### src/rtl/uart_tx_core.sv
// uart_tx_core: parametrised UART transmitter (FSM, baud divider, shift
// register, parity generator, registered line driver).
//
// Ports:
//   clk         system clock, rising edge
//   reset       asynchronous active-high reset
//   data_in     frame payload, latched on acceptance
//   data_valid  source presents a word
//   data_ready  core accepts a word this cycle (IDLE or last stop cycle)
//   par_en      insert parity bit (latched on acceptance)
//   par_odd     1 = odd parity, 0 = even (latched on acceptance)
//   two_stop    1 = two stop bits (latched on acceptance)
//   tx_out      serial line, idle high, registered
//   busy        frame in progress, registered
//   frame_done  one-cycle pulse in the last clk of the final stop bit
module uart_tx_core #(
  parameter int unsigned DATA_WIDTH   = 8,
  parameter int unsigned CLKS_PER_BIT = 16
) (
  input  logic                  clk,
  input  logic                  reset,
  input  logic [DATA_WIDTH-1:0] data_in,
  input  logic                  data_valid,
  output logic                  data_ready,
  input  logic                  par_en,
  input  logic                  par_odd,
  input  logic                  two_stop,
  output logic                  tx_out,
  output logic                  busy,
  output logic                  frame_done
);

  localparam int unsigned BAUD_W = $clog2(CLKS_PER_BIT);
  localparam int unsigned BIT_W  = $clog2(DATA_WIDTH);
  localparam logic [BAUD_W-1:0] BAUD_LAST = BAUD_W'(CLKS_PER_BIT - 1);
  localparam logic [BIT_W-1:0]  BIT_LAST  = BIT_W'(DATA_WIDTH - 1);

  typedef enum logic [2:0] {
    IDLE   = 3'd0,
    START  = 3'd1,
    DATA   = 3'd2,
    PARITY = 3'd3,
    STOP   = 3'd4
  } state_t;

  state_t                state_q, state_d;
  logic [BAUD_W-1:0]     baud_q, baud_d;
  logic [BIT_W-1:0]      bit_q, bit_d;      // data bit index, or stop bit index in STOP
  logic [DATA_WIDTH-1:0] shift_q, shift_d;
  logic                  par_bit_q, par_bit_d;
  logic                  par_en_q, par_en_d;
  logic                  two_stop_q, two_stop_d;
  logic                  tx_q, tx_d;
  logic                  busy_q, busy_d;

  logic baud_wrap;
  logic stop_last;
  logic last_stop;
  logic accept;

  assign baud_wrap  = (baud_q == BAUD_LAST);
  assign stop_last  = two_stop_q ? (bit_q == BIT_W'(1)) : (bit_q == '0);
  assign last_stop  = (state_q == STOP) && baud_wrap && stop_last;
  assign data_ready = !reset && ((state_q == IDLE) || last_stop);
  assign frame_done = !reset && last_stop;
  assign accept     = data_valid && data_ready;
  assign tx_out     = tx_q;
  assign busy       = busy_q;

  always_comb begin
    state_d    = state_q;
    baud_d     = baud_wrap ? '0 : baud_q + 1'b1;
    bit_d      = bit_q;
    shift_d    = shift_q;
    par_bit_d  = par_bit_q;
    par_en_d   = par_en_q;
    two_stop_d = two_stop_q;

    case (state_q)
      IDLE: begin
        baud_d = '0;
        if (accept) begin
          state_d = START;
          bit_d   = '0;
        end
      end
      START: begin
        if (baud_wrap) begin
          state_d = DATA;
          bit_d   = '0;
        end
      end
      DATA: begin
        if (baud_wrap) begin
          shift_d = shift_q >> 1;
          if (bit_q == BIT_LAST) begin
            state_d = par_en_q ? PARITY : STOP;
            bit_d   = '0;
          end else begin
            bit_d = bit_q + 1'b1;
          end
        end
      end
      PARITY: begin
        if (baud_wrap) begin
          state_d = STOP;
          bit_d   = '0;
        end
      end
      STOP: begin
        if (baud_wrap) begin
          if (stop_last) begin
            state_d = accept ? START : IDLE;
            bit_d   = '0;
          end else begin
            bit_d = bit_q + 1'b1;
          end
        end
      end
      default: begin
        state_d = IDLE;
        baud_d  = '0;
        bit_d   = '0;
      end
    endcase

    // accept can only be true in IDLE or the last stop cycle, so loading the
    // frame here covers both the idle start and the gap-free follow-on frame.
    // The parity bit is precomputed from the payload at load time.
    if (accept) begin
      shift_d    = data_in;
      par_bit_d  = ^data_in ^ par_odd;
      par_en_d   = par_en;
      two_stop_d = two_stop;
    end

    // Line level is derived from the next state so tx_out is registered yet
    // the start bit appears right after the acceptance edge.
    case (state_d)
      START:   tx_d = 1'b0;
      DATA:    tx_d = shift_d[0];
      PARITY:  tx_d = par_bit_d;
      default: tx_d = 1'b1;
    endcase

    busy_d = (state_d != IDLE);
  end

  always_ff @(posedge clk or posedge reset) begin
    if (reset) begin
      state_q    <= IDLE;
      baud_q     <= '0;
      bit_q      <= '0;
      shift_q    <= '0;
      par_bit_q  <= 1'b0;
      par_en_q   <= 1'b0;
      two_stop_q <= 1'b0;
      tx_q       <= 1'b1;
      busy_q     <= 1'b0;
    end else begin
      state_q    <= state_d;
      baud_q     <= baud_d;
      bit_q      <= bit_d;
      shift_q    <= shift_d;
      par_bit_q  <= par_bit_d;
      par_en_q   <= par_en_d;
      two_stop_q <= two_stop_d;
      tx_q       <= tx_d;
      busy_q     <= busy_d;
    end
  end

endmodule

### config.mk
export PLATFORM = sky130hd
export DESIGN_NAME = uart_tx_core
export DESIGN_NICKNAME = d
export VERILOG_FILES = /design/src/rtl/uart_tx_core.sv
export SDC_FILE = /design/constraint.sdc
export NUM_CORES = 1
export LEC_CHECK = 0
export ABC_CLOCK_PERIOD_IN_PS = 3100
export CORE_ASPECT_RATIO = 0.8
export CORE_UTILIZATION = 40
export CTS_BUF_LIST = sky130_fd_sc_hd__clkbuf_8
export DETAILED_ROUTE_END_ITERATION = 12
export GPL_ROUTABILITY_DRIVEN = 1
export GPL_TIMING_DRIVEN = 1
export PLACE_DENSITY = 0.61
export REMOVE_ABC_BUFFERS = 1
export SETUP_SLACK_MARGIN = 0.5
export SLEW_MARGIN = 20
export SYNTH_ARGS = -nofsm -noshare
export SYNTH_HDL_FRONTEND = slang
export SYNTH_SLANG_ARGS = --single-unit
### constraint.sdc
create_clock -name clk -period 3.1 [get_ports clk]
set_clock_uncertainty 0.1 [all_clocks]
set_input_delay 0.62 -clock clk [delete_from_list [all_inputs] [get_ports clk]]
set_output_delay 0.62 -clock clk [all_outputs]
set_load 0.05 [all_outputs]
==> results of run 1 <==
==> registers in the layout (all words and copies together) (netlist names) <==
| register | count |
|---|---|
| shift_q | 8 |
| baud_q | 4 |
| par_bit_q | 1 |
| busy | 1 |
| par_en_q | 1 |
| bit_q | 3 |
| tx_out | 1 |
| state_q | 3 |
| two_stop_q | 1 |
==> stage by stage <==
| step | instance area [sq um] | std cells | util | setup WS (ps) | power, mW |
|---|---|---|---|---|---|
| global placement | 1500 | 167 | 0.519 | 495 | 0.887 |
| finish | 1670 | 178 | 0.576 | 426 | 1.18 |
| floorplan | 1250 | 110 | - | -1220 | 0.787 |
| global route | 1670 | 178 | 0.576 | 359 | 1.28 |
| CTS | 1670 | 178 | 0.576 | 453 | 1.19 |
| detailed placement | 1500 | 167 | 0.519 | 483 | 0.909 |
==> synthesized netlist by cell type, types with 2 or more instances <==
master    instances  area share
mux2i_1           2       0.016
xnor2_1           7       0.048
nor3_2            2       0.016
xor2_1            4       0.028
nor3_1            3       0.012
nor2_1            5       0.015
nor3b_1           2       0.012
inv_1             4       0.012
dfrtp_1          22        0.43
a21o_1            6       0.035
mux2_2            4       0.035
nand2b_1          2      0.0099
ha_1              5       0.049
nor2b_1           2      0.0099
o22ai_1           2      0.0099
a22o_2            6       0.047
nand3_1           2      0.0079
o21ai_0           5       0.020
a21oi_1           2      0.0079
nand2_1           7       0.021
==> kinds of logic (layout without fill, tap and decap cells) <==
group,after synthesis,in the layout
AO/OA/AOI/OAI,27,27
XOR/XNOR,11,11
adder cells (fa/ha/maj),5,5
buffers and inverters,7,34
flip-flops,23,23
multiplexers,6,6
AND/OR/NAND/NOR,34,34
==> final timing paths <==
kind	endpoint	slack [ps]	cells after the start
max	data_ready	430	7
max reg2reg	shift_q[6]	840	8
min in group asynchronous	state_q[2]	760	3
min reg2reg	shift_q[3]	390	1
max in group asynchronous	tx_out	1860	3
min	shift_q[3]	390	1
==> where the power goes <==
group	leakage, nW	internal [mW]	switching, mW
Combinational	0.405	0.254	0.216
Clock	0.0269	0.0883	0.0884
Sequential	0.284	0.421	0.115
Total	0.716	0.763	0.419
==> layout make-up <==
class	instances	area, sq um
fill	262	1230
multi-input combinational	83	724
sequential	23	577
timing repair buffer	26	258
tap	38	47.5
clock buffer	3	41.3
inverter	4	15.0
clock inverter	1	3.75
==> routing by layer <==
layer	wire length, um	share of wire	global-route usage	vias to the layer above
met5	0	0	0	-
met4	16	0.0065	0.0556	0
met3	75	0.030	0.0435	2
met2	1080	0.44	0.276	17
met1	1300	0.53	0.219	462
li1	-	-	-	456
==> repair_timing <==
action	4_1_cts	5_1_grt
cloned	0	0
resized for setup	13	0
buffers inserted	7	0
pin swaps	4	0
setup endpoints to repair	1	1
==> run_results.csv, run 1 <==
group,metric,value,unit
layout,num-nets-final,160,
placement,gpl.final_weighted_congestion,0.721,
layout,antenna_cells_inserted,0,
timing,period_minus_slack,2670,ps
timing,tightest_slew,585,ps
floorplan,die_area,3410,sq um
logic_synthesis,synth.avg_cell_area,11.2,sq um
global_routing,first_global_vias,946,
logic_synthesis,synth_enable_flop_cells,0,
layout,layout_common_cells,"22 x dfrtp_1, 15 x clkdlybuf4s50_1, 9 x buf_4, 7 x nand2_1, 7 x xnor2_1",
setup_path,crit_buf_inv,3,
logic_synthesis,synth-seq-area-share,0.454,
clock_tree,cts.clk_slew.worst_paths,80,ps
floorplan,core,2890,sq um
clock_tree,ctsHtreeMaxLevel,1,
logic_synthesis,yosysWarningCount,0,
layout,area.growth.synth_to_final,31.2,%
timing,setup-tns-final,0,ps
logic_synthesis,synth.distinct_cells,39,
placement,dp.final_hpwl,1770,um
timing,achievable_frequency,0.374,GHz
global_routing,number_of_antenna_violations_at_the_first_check_in_global_routing,0,
routing,drt_iter0_drc,40,
clock_tree,clock-sinks,23,
logic_synthesis,largest_family_of_logic_cells_by_synthesized_area,"simple AND/OR/NAND/NOR gates",
setup_path,worstPathMaxFanout,3,
min_path,worst_hold_startpoint,"shift_q[3]",
logic_synthesis,post_synthesis_mux_area_share,0.0512,
run,cap_violations,0,
min_path,min-delay-path-class,"reg -> reg",
setup_path,worst-endpoint-required,2380,ps
timing,slew_viol_final,0,
routing,routed_wire_length_per_instance,13.9,um
layout,share_of_layout_cells_above_drive_strength_1,0.307,
global_routing,global_route_wire_length_before_repair,4280,um
logic_synthesis,synthAdderAreaFrac,0.0493,
power,cellLeakagePower,0.716,nW
routing,viasPerCell,5.26,
logic_synthesis,summed_instance_area_of_the_synthesized_netlist,1270,sq um
logic_synthesis,synth_compound_area_frac,0.169,
timing,timing.hold.ws,387,ps
setup_path,crit_path_max_incr_delay,440,ps
floorplan,row_count,17,
power,power_per_cell_area,709,nW/um^2
setup_path,critPathLaunchType,"flop",
power,vdd.ir_drop.worst,0.418,mV
layout,layout.cells.most_common,"dfrtp_1",
setup_path,crit_arrival,1950,ps
logic_synthesis,post_synth_xor_area_fraction,0.0759,
setup_path,worst-setup-path-type,"reg -> out",
clock_tree,clock_latency,260,ps
global_routing,grt.overflow.total,0,
floorplan,initial_utilization,0.439,
logic_synthesis,ys.flop_type,"dfrtp_1",
routing,ant_nets,0,
setup_path,cp-end-kind,"output port",
clock_tree,clock_tree.root_cell,"clkbuf_8",
logic_synthesis,async_flop_share,1.00,
logic_synthesis,synthesized_flop_and_latch_total,23,
setup_path,worst_path_top_cell_family_by_delay,"flip-flops",
setup_path,critical-path-slowest-cell,"dfrtp_1",
timing,worst_slew_margin_rel,0.608,
timing,final-hold-violation-count,0,
floorplan,die_height,52.4,um
clock_tree,clock_tree_from_tritoncts,"yes",
logic_synthesis,syn_inst,113,
logic_synthesis,yosys.area_share.simple,0.170,
routing,remaining_drc_errors,0,
global_routing,track_usage,0.169,
timing,setup_viol_count_final,0,
floorplan,ios,18,
placement,port_buffers,17,
setup_path,worst_r2r_startpoint,"bit_q[0]",
status,outcome,"complete, no violations",
global_routing,grt_max_degree,24,
clock_tree,cts_made_buffers,3,
routing,firstDrtPassIters,4,
routing,num_vias,937,
setup_path,startpoint,"bit_q[0]",
clock_tree,count_of_hold_buffers_inserted_by_post_cts_repair,0,
floorplan,die_x,65.0,um
timing,setup_repair_after_global_routing_missed_its_margin,"yes",
routing,totalWireLength,2480,um
timing,post-route-period-util,0.863,
clock_tree,clk_path_buf_depth,2,
setup_path,crit_path_cell_trace,"inv_2, ha_4, mux2i_4, or3_4, a2111oi_4, buf_4, buf_12",
Note: power is estimated with default switching activity, not from simulation.
==> run 2, diff against run 1 <==
--- a/config.mk
+++ b/config.mk
@@ -15,6 +15,7 @@
 export PLACE_DENSITY = 0.61
 export REMOVE_ABC_BUFFERS = 1
 export SETUP_SLACK_MARGIN = 0.5
+export SKIP_CTS_REPAIR_TIMING = 1
 export SLEW_MARGIN = 20
 export SYNTH_ARGS = -nofsm -noshare
 export SYNTH_HDL_FRONTEND = slang
==> run 2 against run 1 <==
Effect of this change:
- combinational power decreased by 6.6%
- largest power group unchanged
- fmax decreased by 1.4%
- largest cell class unchanged
- first-iteration DRC count decreased by 35%
- global-route usage down 1.3 points
- highest routed layer unchanged
==> run_results.csv, run 2 (synthesis results as in run 1) <==
group,metric,value,unit
setup_path,worstPathMaxFanout,3,
timing,setup-tns-final,0,ps
timing,post-route-period-util,0.875,
status,outcome,"complete, no violations",
floorplan,ios,18,
min_path,worst_hold_startpoint,"shift_q[3]",
timing,achievable_frequency,0.369,GHz
clock_tree,cts.clk_slew.worst_paths,80,ps
routing,viasPerCell,5.22,
setup_path,crit_path_cell_trace,"inv_2, ha_4, mux2i_2, or3_4, a2111oi_4, buf_4, buf_12",
setup_path,worst_r2r_startpoint,"bit_q[1]",
floorplan,die_x,65.0,um
routing,drt_iter0_drc,26,
layout,regMostFlops,"shift_q",
clock_tree,clock_tree.root_cell,"clkbuf_8",
placement,numPlacedInstances,167,
global_routing,track_usage,0.156,
clock_tree,ctsHtreeMaxLevel,1,
layout,multiInputGateArea,716,sq um
power,cellLeakagePower,0.699,nW
routing,firstDrtPassIters,4,
setup_path,crit_arrival,1990,ps
timing,setup_viol_count_final,0,
layout,filler_cell_count,269,
routing,ant_nets,0,
setup_path,worst-endpoint-required,2380,ps
placement,dp.final_hpwl,1770,um
global_routing,number_of_antenna_violations_at_the_first_check_in_global_routing,0,
timing,tightest_slew,595,ps
timing,slew_viol_final,0,
layout,num-nets-final,156,
placement,gpl.final_weighted_congestion,0.721,
timing,timing.hold.ws,385,ps
routing,totalWireLength,2430,um
layout,seq_area,577,sq um
layout,layout.cells.most_common,"dfrtp_1",
power,power_per_cell_area,705,nW/um^2
setup_path,critical-path-slowest-cell,"dfrtp_1",
routing,num_vias,908,
setup_path,timing.reg2reg.worst_path_depth,8,
layout,share_of_layout_cells_above_drive_strength_1,0.287,
timing,period_minus_slack,2710,ps
setup_path,crit_end,"data_ready",
placement,port_buffers,17,
run,cap_violations,0,
layout,layout_common_cells,"22 x dfrtp_1, 15 x clkdlybuf4s50_1, 7 x nand2_1, 7 x xnor2_1",
setup_path,worst_r2r_endpoint,"shift_q[6]",
global_routing,global_route_wire_length_before_repair,3970,um
clock_tree,clk_path_buf_depth,2,
routing,routed_wire_length_per_instance,14.0,um
clock_tree,cts_made_buffers,3,
layout,antenna_cells_inserted,0,
setup_path,startpoint,"bit_q[1]",
setup_path,worst-setup-path-type,"reg -> out",
timing,final-hold-violation-count,0,
setup_path,crit_path_max_incr_delay,410,ps
global_routing,grt.overflow.total,0,
setup_path,critPathLaunchType,"flop",
floorplan,initial_utilization,0.439,
global_routing,grt_max_degree,24,
layout,area.growth.synth_to_final,28.2,%
min_path,min-delay-path-class,"reg -> reg",
layout,layout_top_registers,"shift_q x8, baud_q x4",
routing,remaining_drc_errors,0,
clock_tree,clock_tree_from_tritoncts,"yes",
layout,final_cell_count_no_fill,174,
setup_path,cp-end-kind,"output port",
layout,largest_register_ffs,8,
setup_path,reg2reg_slack,800,ps
timing,setup_repair_after_global_routing_missed_its_margin,"yes",
power,vdd.ir_drop.worst,0.374,mV
floorplan,row_count,17,
clock_tree,clock-sinks,23,
clock_tree,clock_latency,260,ps
global_routing,first_global_vias,849,
floorplan,core,2890,sq um
floorplan,die_area,3410,sq um
floorplan,die_height,52.4,um
timing,worst_slew_margin_rel,0.601,
[run 2: cell count changes in the layout (fill, tap and decap cells not counted), sizes merged]
cell,previous run,this run
buf,11,7
[run 2: final cells by class]
class                   instances  share of cell area
multi-input cells              83               0.440
inverters                       4             0.00922
repair buffers                 22               0.140
flip-flops and latches         23               0.354
well taps                      38              0.0292
clock buffers                   3              0.0254
clock inverters                 1             0.00231
[run 2: stage by stage]
| stage | setup slack [ps] | total power, mW | utilization | cell area [sq um] |
|---|---|---|---|---|
| finish | 387 | 1.15 | 0.563 | 1630 |
| detailed placement | 483 | 0.909 | 0.519 | 1500 |
| global route | 309 | 1.24 | 0.563 | 1630 |
| global placement | 495 | 0.887 | 0.519 | 1500 |
| floorplan | -1220 | 0.787 | - | 1250 |
| CTS | 193 | 1.09 | 0.534 | 1550 |
[run 2: routing by layer]
layer / track usage / wire length [um] / up-vias
li1: - / - / 449
met1: 0.217 / 1300 / 440
met2: 0.241 / 1040 / 17
met3: 0.0391 / 76 / 2
met4: 0.0444 / 16 / 0
met5: 0 / 0 / -
[run 2: power by group]
group          switching [mW]  total [mW]  internal, mW
clock                  0.0891       0.177        0.0883
sequential              0.111       0.532         0.421
combinational           0.211       0.439         0.228
[run 2: worst min path at each step]
stage | to | slack, ps | depth (start not counted)
floorplan | baud_q[0] | 340 | 1
global route | shift_q[2] | 410 | 1
detailed placement | baud_q[0] | 370 | 1
finish | shift_q[3] | 380 | 1
CTS | baud_q[0] | 380 | 1
global placement | baud_q[0] | 360 | 1
[run 2: worst max-delay path, delay by kind of cell (launching register included)]
family,cells,cell delay [ps]
DFF,1,410
and+or+nand+nor,1,400
buffers and inverters,3,390
AOI/OAI and AO/OA,1,300
adders and majority gates,1,130
muxes,1,90
